**config.mk**
```make
export PLATFORM = sky130hd
export DESIGN_NAME = clock_counter
export DESIGN_NICKNAME = d
export VERILOG_FILES = /design/src/rtl/clock_counter.sv
export SDC_FILE = /design/constraint.sdc
export NUM_CORES = 1
export LEC_CHECK = 0
export BUFFER_PORTS_ARGS = -buffer_cell sky130_fd_sc_hd__buf_2
export CAP_MARGIN = 5
export CORE_ASPECT_RATIO = 1.75
export CORE_MARGIN = 2
export CORE_UTILIZATION = 40
export CTS_BUF_LIST = sky130_fd_sc_hd__clkbuf_8
export CTS_CLUSTER_DIAMETER = 120
export DETAILED_ROUTE_END_ITERATION = 10
export GPL_ROUTABILITY_DRIVEN = 0
export GPL_TIMING_DRIVEN = 0
export SLEW_MARGIN = 40
export SYNTH_ARGS = -nofsm -noshare
export SYNTH_HDL_FRONTEND = slang
export SYNTH_SLANG_ARGS = --single-unit
```
**constraint.sdc**
```tcl
create_clock -name CP -period 4.3 [get_ports CP]
set_clock_uncertainty 0.15 [all_clocks]
set_input_delay 0.43 -clock CP [delete_from_list [all_inputs] [get_ports CP]]
set_output_delay 0.43 -clock CP [all_outputs]
set_load 0.01 [all_outputs]
```
**src/rtl/clock_counter.sv**
```systemverilog
// rtl/clock_counter.sv - BCD hh:mm:ss timekeeper with 1 s prescaler and run/set FSM
// Optional CLOCK_12H_EN: 12-hour hour sequence 12,01..11 with PM output.
module clock_counter #(
    parameter int DIV = 1000,
    parameter int PW  = 10
) (
    input  logic       CP,
    input  logic       RST,
    input  logic       MODE,
    input  logic       ADJ,
    output logic [7:0] hour,
    output logic [7:0] minute,
    output logic [7:0] second,
    output logic [1:0] NUM,
    output logic       tick
`ifdef CLOCK_12H_EN
    ,
    output logic       PM
`endif
);

    typedef enum logic [1:0] {
        RUN   = 2'd0,
        SET_H = 2'd1,
        SET_M = 2'd2,
        SET_S = 2'd3
    } state_t;

    localparam logic [PW-1:0] LAST = PW'(DIV - 1);
`ifdef CLOCK_12H_EN
    localparam logic [7:0] HOUR_RST = 8'h12;
`else
    localparam logic [7:0] HOUR_RST = 8'h00;
`endif

    state_t        state;
    state_t        state_nxt;
    logic [PW-1:0] pre;
    logic [PW-1:0] pre_nxt;
    logic          do_tick;
    logic          adj_h;
    logic          adj_m;
    logic          adj_s;

    // Packed-BCD increment that wraps to 00 once v reaches lim.
    function automatic logic [7:0] bcd_inc(input logic [7:0] v, input logic [7:0] lim);
        logic [7:0] r;
        if (v == lim)
            r = 8'h00;
        else if (v[3:0] == 4'd9)
            r = {v[7:4] + 4'd1, 4'd0};
        else
            r = {v[7:4], v[3:0] + 4'd1};
        return r;
    endfunction

    function automatic logic [7:0] hour_inc(input logic [7:0] h);
`ifdef CLOCK_12H_EN
        return (h == 8'h12) ? 8'h01 : bcd_inc(h, 8'h99);
`else
        return bcd_inc(h, 8'h23);
`endif
    endfunction

    always_ff @(posedge CP) begin
        if (RST)
            state <= RUN;
        else
            state <= state_nxt;
    end

    always_comb begin
        state_nxt = state;
        do_tick   = 1'b0;
        adj_h     = 1'b0;
        adj_m     = 1'b0;
        adj_s     = 1'b0;
        pre_nxt   = '0;
        if (MODE) begin
            case (state)
                RUN:     state_nxt = SET_H;
                SET_H:   state_nxt = SET_M;
                SET_M:   state_nxt = SET_S;
                default: state_nxt = RUN;
            endcase
        end
        // A tick on the last prescaler count still fires when MODE leaves RUN.
        do_tick = (state == RUN) && (pre == LAST);
        adj_h   = ADJ && !MODE && (state == SET_H);
        adj_m   = ADJ && !MODE && (state == SET_M);
        adj_s   = ADJ && !MODE && (state == SET_S);
        if ((state == RUN) && !MODE && (pre != LAST))
            pre_nxt = pre + PW'(1);
    end

    always_ff @(posedge CP) begin
        if (RST) begin
            pre    <= '0;
            tick   <= 1'b0;
            hour   <= HOUR_RST;
            minute <= 8'h00;
            second <= 8'h00;
`ifdef CLOCK_12H_EN
            PM     <= 1'b0;
`endif
        end else begin
            pre  <= pre_nxt;
            tick <= do_tick;
            if (do_tick) begin
                second <= bcd_inc(second, 8'h59);
                if (second == 8'h59) begin
                    minute <= bcd_inc(minute, 8'h59);
                    if (minute == 8'h59) begin
                        hour <= hour_inc(hour);
`ifdef CLOCK_12H_EN
                        if (hour == 8'h11)
                            PM <= ~PM;
`endif
                    end
                end
            end
            if (adj_h) begin
                hour <= hour_inc(hour);
`ifdef CLOCK_12H_EN
                if (hour == 8'h11)
                    PM <= ~PM;
`endif
            end
            if (adj_m)
                minute <= bcd_inc(minute, 8'h59);
            if (adj_s)
                second <= 8'h00;
        end
    end

    assign NUM = state;

endmodule
```
==> After elaboration in Yosys (flattened, before gate mapping) <==
Cells that the tools add are included.
Widths: inputs -> output; s select.
{ "totals": {"ff_bits": 37, "input_bits": 4, "output_inout_bits": 27, "elab_cells": 60} }
{ "classes": {"add_sub_neg": 7, "n_eq_ne": 11, "mux": 14, "n_bitwise": 1, "n_reduce_logical": 20} }
{ "ops": {"columns": ["operator", "count"], "rows": [
  ["$mux 8", 13],
  ["$add 4x1->4 const B", 6],
  ["$eq 8x7->1 const B", 2],
  ["$eq 4x4->1 const B", 3],
  ["$reduce_bool 2->1", 6],
  ["$add 10x1->10 const B", 1],
  ["$eq 10x10->1 const B", 1],
  ["$ne 10x10->1 const B", 1],
  ["$eq 8x6->1 const B", 1],
  ["$logic_and 1x1->1", 7],
  ["$pmux 2 s3", 1],
  ["$eq 2x2->1 const B", 2],
  ["$reduce_and 2->1", 2],
  ["$reduce_or 2->1", 2],
  ["$reduce_and 3->1", 1],
  ["$eq 2x1->1 const B", 1],
  ["$logic_not 2->1", 1],
  ["$logic_not 1->1", 1],
  ["$not 1->1", 1]
]} }

==> Longest topological paths before layout <==
{ "depth": {"word_depth": 7, "depth_mapped": 8, "depth_no_buf": 7} }

==> Worst setup path after synthesis <==
Ideal clock, no wire load.
{ "synth_timing": {"kind": "register to register", "start": "reg state[0] (netlist: NUM[0])", "end": "reg hour[6]", "setup_ns": 0.123, "arrival_ns": 2.035, "t_required_ns": 4.027, "setup_slack_ns": 1.992, "stages_incl_launch_ff": 8, "path_buffers": 0, "synth_period_minus_slack_ns": 2.308, "path_cell_list": "dfxtp_1 > inv_1 > ha_1 > nand4b_1 > or4_4 > o21ai_4 > and4_1 > mux2_1"} }
{ "synth_between": {"elab_chain_cells": 4, "elab_cells_between_ends": 9, "classes_between": "eq/ne: 1; mux: 1; reduce/logical: 7"} }
{ "synth_rtl": {"columns": ["item", "line", "source"], "rows": [
  ["from (decl)", "36", "state_t state;"],
  ["from (signal assigned)", "69", "state <= state_nxt;"],
  ["$eq 2x1->1 / $logic_not 2->1 (equally long branches)", "89, 88", null],
  ["$logic_and 1x1->1, on equally long branches", "89, 88", null],
  ["$reduce_bool 2->1 (no line)", null, null],
  ["$reduce_and 3->1 (no line)", null, null],
  ["to (signal assigned)", "114", "hour <= hour_inc(hour);"],
  ["to (signal assigned)", "123", "hour <= hour_inc(hour);"],
  ["to (decl)", "11", "output logic [7:0] hour,"]
]} }
Several ways; a longest one is shown, not always the timed one.
A chain may end at the register's enable or synchronous reset.

==> Worst setup path after layout <==
Ends and elaborated chain as after synthesis.

==> key figures <==
Placement
  – DPL Wire Length: 3050 um
  – Pre-CTS setup slack: 1.795 ns
  – Placed cell count: 305
  – Number of port buffers: 30
  – Placed inst area: 2163 um2

Power
  – Comb power frac: 5.7%
  – Int Pwr: 0.0005056 W
  – Leak: 0.9273 nW
  – Seq pwr share: 53.1%
  – Clock power frac: 41.2%
  – Switching power of the nets: 0.0001589 W
  – Power Density: 293.4 nW/um2
  – Net Sw Frac: 23.91%
  – Worst VDD drop: 209.8 uV

Die
  – Die W: 56.67 um
  – Total core area: 4666 um2
  – Io pins: 31
  – Core Rows: 33
  – DIE AREA: 5450 um2
  – Die extent in y: 96.17 um
  – Starting Density: 41.62%

Logic synthesis
  – Synth area leader: dfxtp_1
  – Synth cell types: 46
  – Sequential share of the synthesized area: 38.14%
  – Primary FF master, synth: dfxtp_1
  – Top cell type's share of synthesized area: 38.14%
  – Largest family of logic cells by synthesized area: simple AND/OR/NAND/NOR gates
  – Post-synth ARST share: 0%
  – Yosys warns: 0
  – Ranking of synthesized cells by area: dfxtp_1 38%, ha_1 10%, nor2_1 6.0%
  – Synth Register Bits: 37
  – Area fraction in compound gates after synthesis: 11.60%
  – Synthesized area: 1942 um2
  – Gate Count Post-Synth: 223
  – Post-synth EDFFs: 0
  – Adder-Cell Fraction of Synth Area: 10.31%
  – Synth Area in Simple Gates: 28.03%
  – Mux cell area share after synthesis: 2.642%
  – Avg Inst Size Synth: 8.708 um2
  – Syn_nets: 243
  – Xor/xnor share of the synthesized area: 4.961%

Timing
  – Minimum clock period: 2.496 ns
  – Setup violators final: 0
  – Slew margin rel.: 60.32%
  – Fin Setup TNS: 0 ns
  – Final hold vios: 0
  – Slew Viols, Final: 0
  – Achievable frequency: 400.6 MHz
  – Worst Slack Setup Final: 1.804 ns
  – Worst Tran Pin Value: 0.5902 ns
  – RSZ-0062 raised after global routing: no
  – Crit share post-route: 58.06%

Routing
  – Drt drc: 0
  – 1st-iter DRT viols: 35
  – Router iterations before antenna repair: 4
  – Antenna viol nets, final: 0
  – Final wirelength: 4067 um
  – Via-to-Cell Ratio: 5.348
  – Vias: 1674
  – DR WL/cell: 12.99 um

Finish
  – Post-route design area: 2265 um2
  – Fillers: 498
  – Layout Utilization: 48.54%
  – Nets: 280
  – Layout cells sized above 1: 18.01%
  – Area Growth Syn to Fin: 16.62%
  – FF+latch area: 740.7 um2
  – Inserted Diodes: 0
  – Multi-input combinational cell area: 1124 um2
  – Non-Filler Instances: 313

Clocking
  – Number of hold buffers added after CTS: 0
  – Clk sinks: 37
  – CTS clk-pin slew, worst paths: 0.09 ns
  – Clock root buffer master: clkbuf_8
  – Max clock buf depth: 2
  – Clk_lat worst skew: 0.30 ns
  – H-tree lvl count: 2
  – Post-CTS Resized: 0
  – Total CTS buffers: 5
  – CTS tree: done
  – Number of post-CTS setup repair buffers: 0

GRT
  – Largest net degree at the start of global routing: 12
  – Total GRT Usage: 16.15%
  – Vias in the first global route: 1581
  – Initial antenna violation count: 0
  – Grt total ovfl: 0
  – First-pass GRT wire length: 7010 um

Critical path
  – Worst reg2reg endpoint: hour[6]
  – R2R setup slack: 1.80 ns
  – CP startpoint kind: register
  – CP Cell Sequence: inv_1 -> ha_1 -> nand4b_1 -> or4_4 -> o21ai_4 -> and4_1 -> mux2_1
  – Critical Path RT: 4.34 ns
  – Crit path DAT: 2.54 ns
  – Reg-to-Reg Start: NUM[0]
  – Critical path's top delay family: simple AND/OR/NAND/NOR gates
  – Reg2reg path depth: 7
  – Worst Path Buf+Inv: 1
  – CP endpoint kind: register
  – Crit path largest cell delay: 0.54 ns
  – Critical Path Slowest Stage Cell: or4_4
  – Critical path class: reg -> reg
  – Crit path max fanout: 7

Status
  – Run status: finished clean

Flow run
  – Max cap viols: 0

Min path
  – Min-delay src: MODE
  – Hold Path Class: in -> reg
  – Hold Path Depth: 3
  – Hold path endpoint: NUM[0]
[cell usage after synthesis, types with 2 or more instances]
cell	count
o32ai_1	2
or3_1	4
a21oi_1	12
nand2_1	11
a31oi_1	2
o21ai_0	8
a211oi_1	2
inv_1	14
mux2i_1	4
nand3b_1	4
and3b_1	3
nor2_1	31
ha_1	16
xor2_1	6
nand4b_1	2
nor2b_1	6
or4_1	6
nand2b_1	2
xnor2_1	5
nor3_1	4
nand4_1	4
nand3_1	9
dfxtp_1	37
clkbuf_1	7
[cells in the final DEF (no fill, tap or decap), types with 3 or more instances in the layout]
cell and count:
nor3_1 4, nand2_1 11, nand3_1 9, a21oi_1 12, clkbuf_1 7, and3b_1 3, clkbuf_8 7, nand3b_1 4
xnor2_1 5, nand4_1 4, or4_1 6, mux2i_1 4, inv_1 14, ha_1 16, dfxtp_1 37, xor2_1 6
buf_2 31, or3_1 4, nor2_1 31, nor2b_1 6, o21ai_0 8
[cell families (layout without fill, tap and decap cells)]
kind of cell	after synthesis	count (layout)
AND/OR/NAND/NOR	97	97
flip-flops	37	37
AO/OA/AOI/OAI	35	35
buffers and inverters	22	60
adder cells (fa/ha/maj)	16	16
XOR/XNOR	11	11
multiplexers	5	5
[power by group through the flow]
stage                     registers (W)  clock network [W]  logic [W]
final                          0.000353           0.000274  0.0000379
after global routing           0.000353           0.000290  0.0000444
after CTS                      0.000353           0.000282  0.0000389
after detailed placement       0.000361                  0  0.0000386
after global placement         0.000360                  0  0.0000379
after floorplan                0.000361                  0  0.0000239
[worst reg2reg max path: cells and delay by family, from the launching register on]
kind	cells	cell delay (ns)
buffers and inverters	1	0.10
multiplexers	1	0.31
AND/OR/NAND/NOR	3	0.97
AO/OA/AOI/OAI	1	0.26
flip-flops	1	0.38
adder cells (fa/ha/maj)	1	0.20
[registers in the layout (all words and copies together) (netlist names)]
name and cells:
NUM 2, tick 1, pre 10, minute 8
hour 8, second 8
[routing by layer]
layer	wire [um]	share of wire, %	track usage (%)	vias to the layer above
met5	0	0	0	-
met2	2228	55	30.43	19
li1	-	-	-	854
met3	124	3.0	3.360	5
met1	1645	40	17.22	796
met4	68	1.7	6.349	0
[layout make-up]
cell class | count | area share (%)
buffer | 8 | 1.381
tap | 52 | 2.873
timing repair buffer | 30 | 6.630
clock buffer | 7 | 4.254
sequential | 37 | 32.71
multi-input combinational | 164 | 49.61
inverter | 14 | 2.320
clock inverter | 1 | 0.2210
[per-stage QoR]
| stage | hold WS [ns] | power [W] |
|---|---|---|
| 6_report | 0.3179 | 0.0006645 |
| 5_1_grt | 0.3423 | 0.0006882 |
| 4_1_cts | 0.3107 | 0.0006737 |
| 3_5_place_dp | 0.3100 | 0.0003995 |
| 3_3_place_gp | 0.2970 | 0.0003984 |
| 2_1_floorplan | 0.2798 | 0.0003845 |
[how the worst max path moves through the flow]
stage,cells past startpoint,endpoint,slack (ns),from
2_1_floorplan,7,hour[6],1.99,NUM[0]
3_3_place_gp,7,hour[6],1.81,NUM[1]
3_5_place_dp,7,hour[6],1.79,NUM[0]
4_1_cts,7,hour[6],1.78,NUM[0]
5_1_grt,8,hour[5],1.60,NUM[0]
6_report,7,hour[6],1.80,NUM[0]
(Power assumes the default switching activity.)
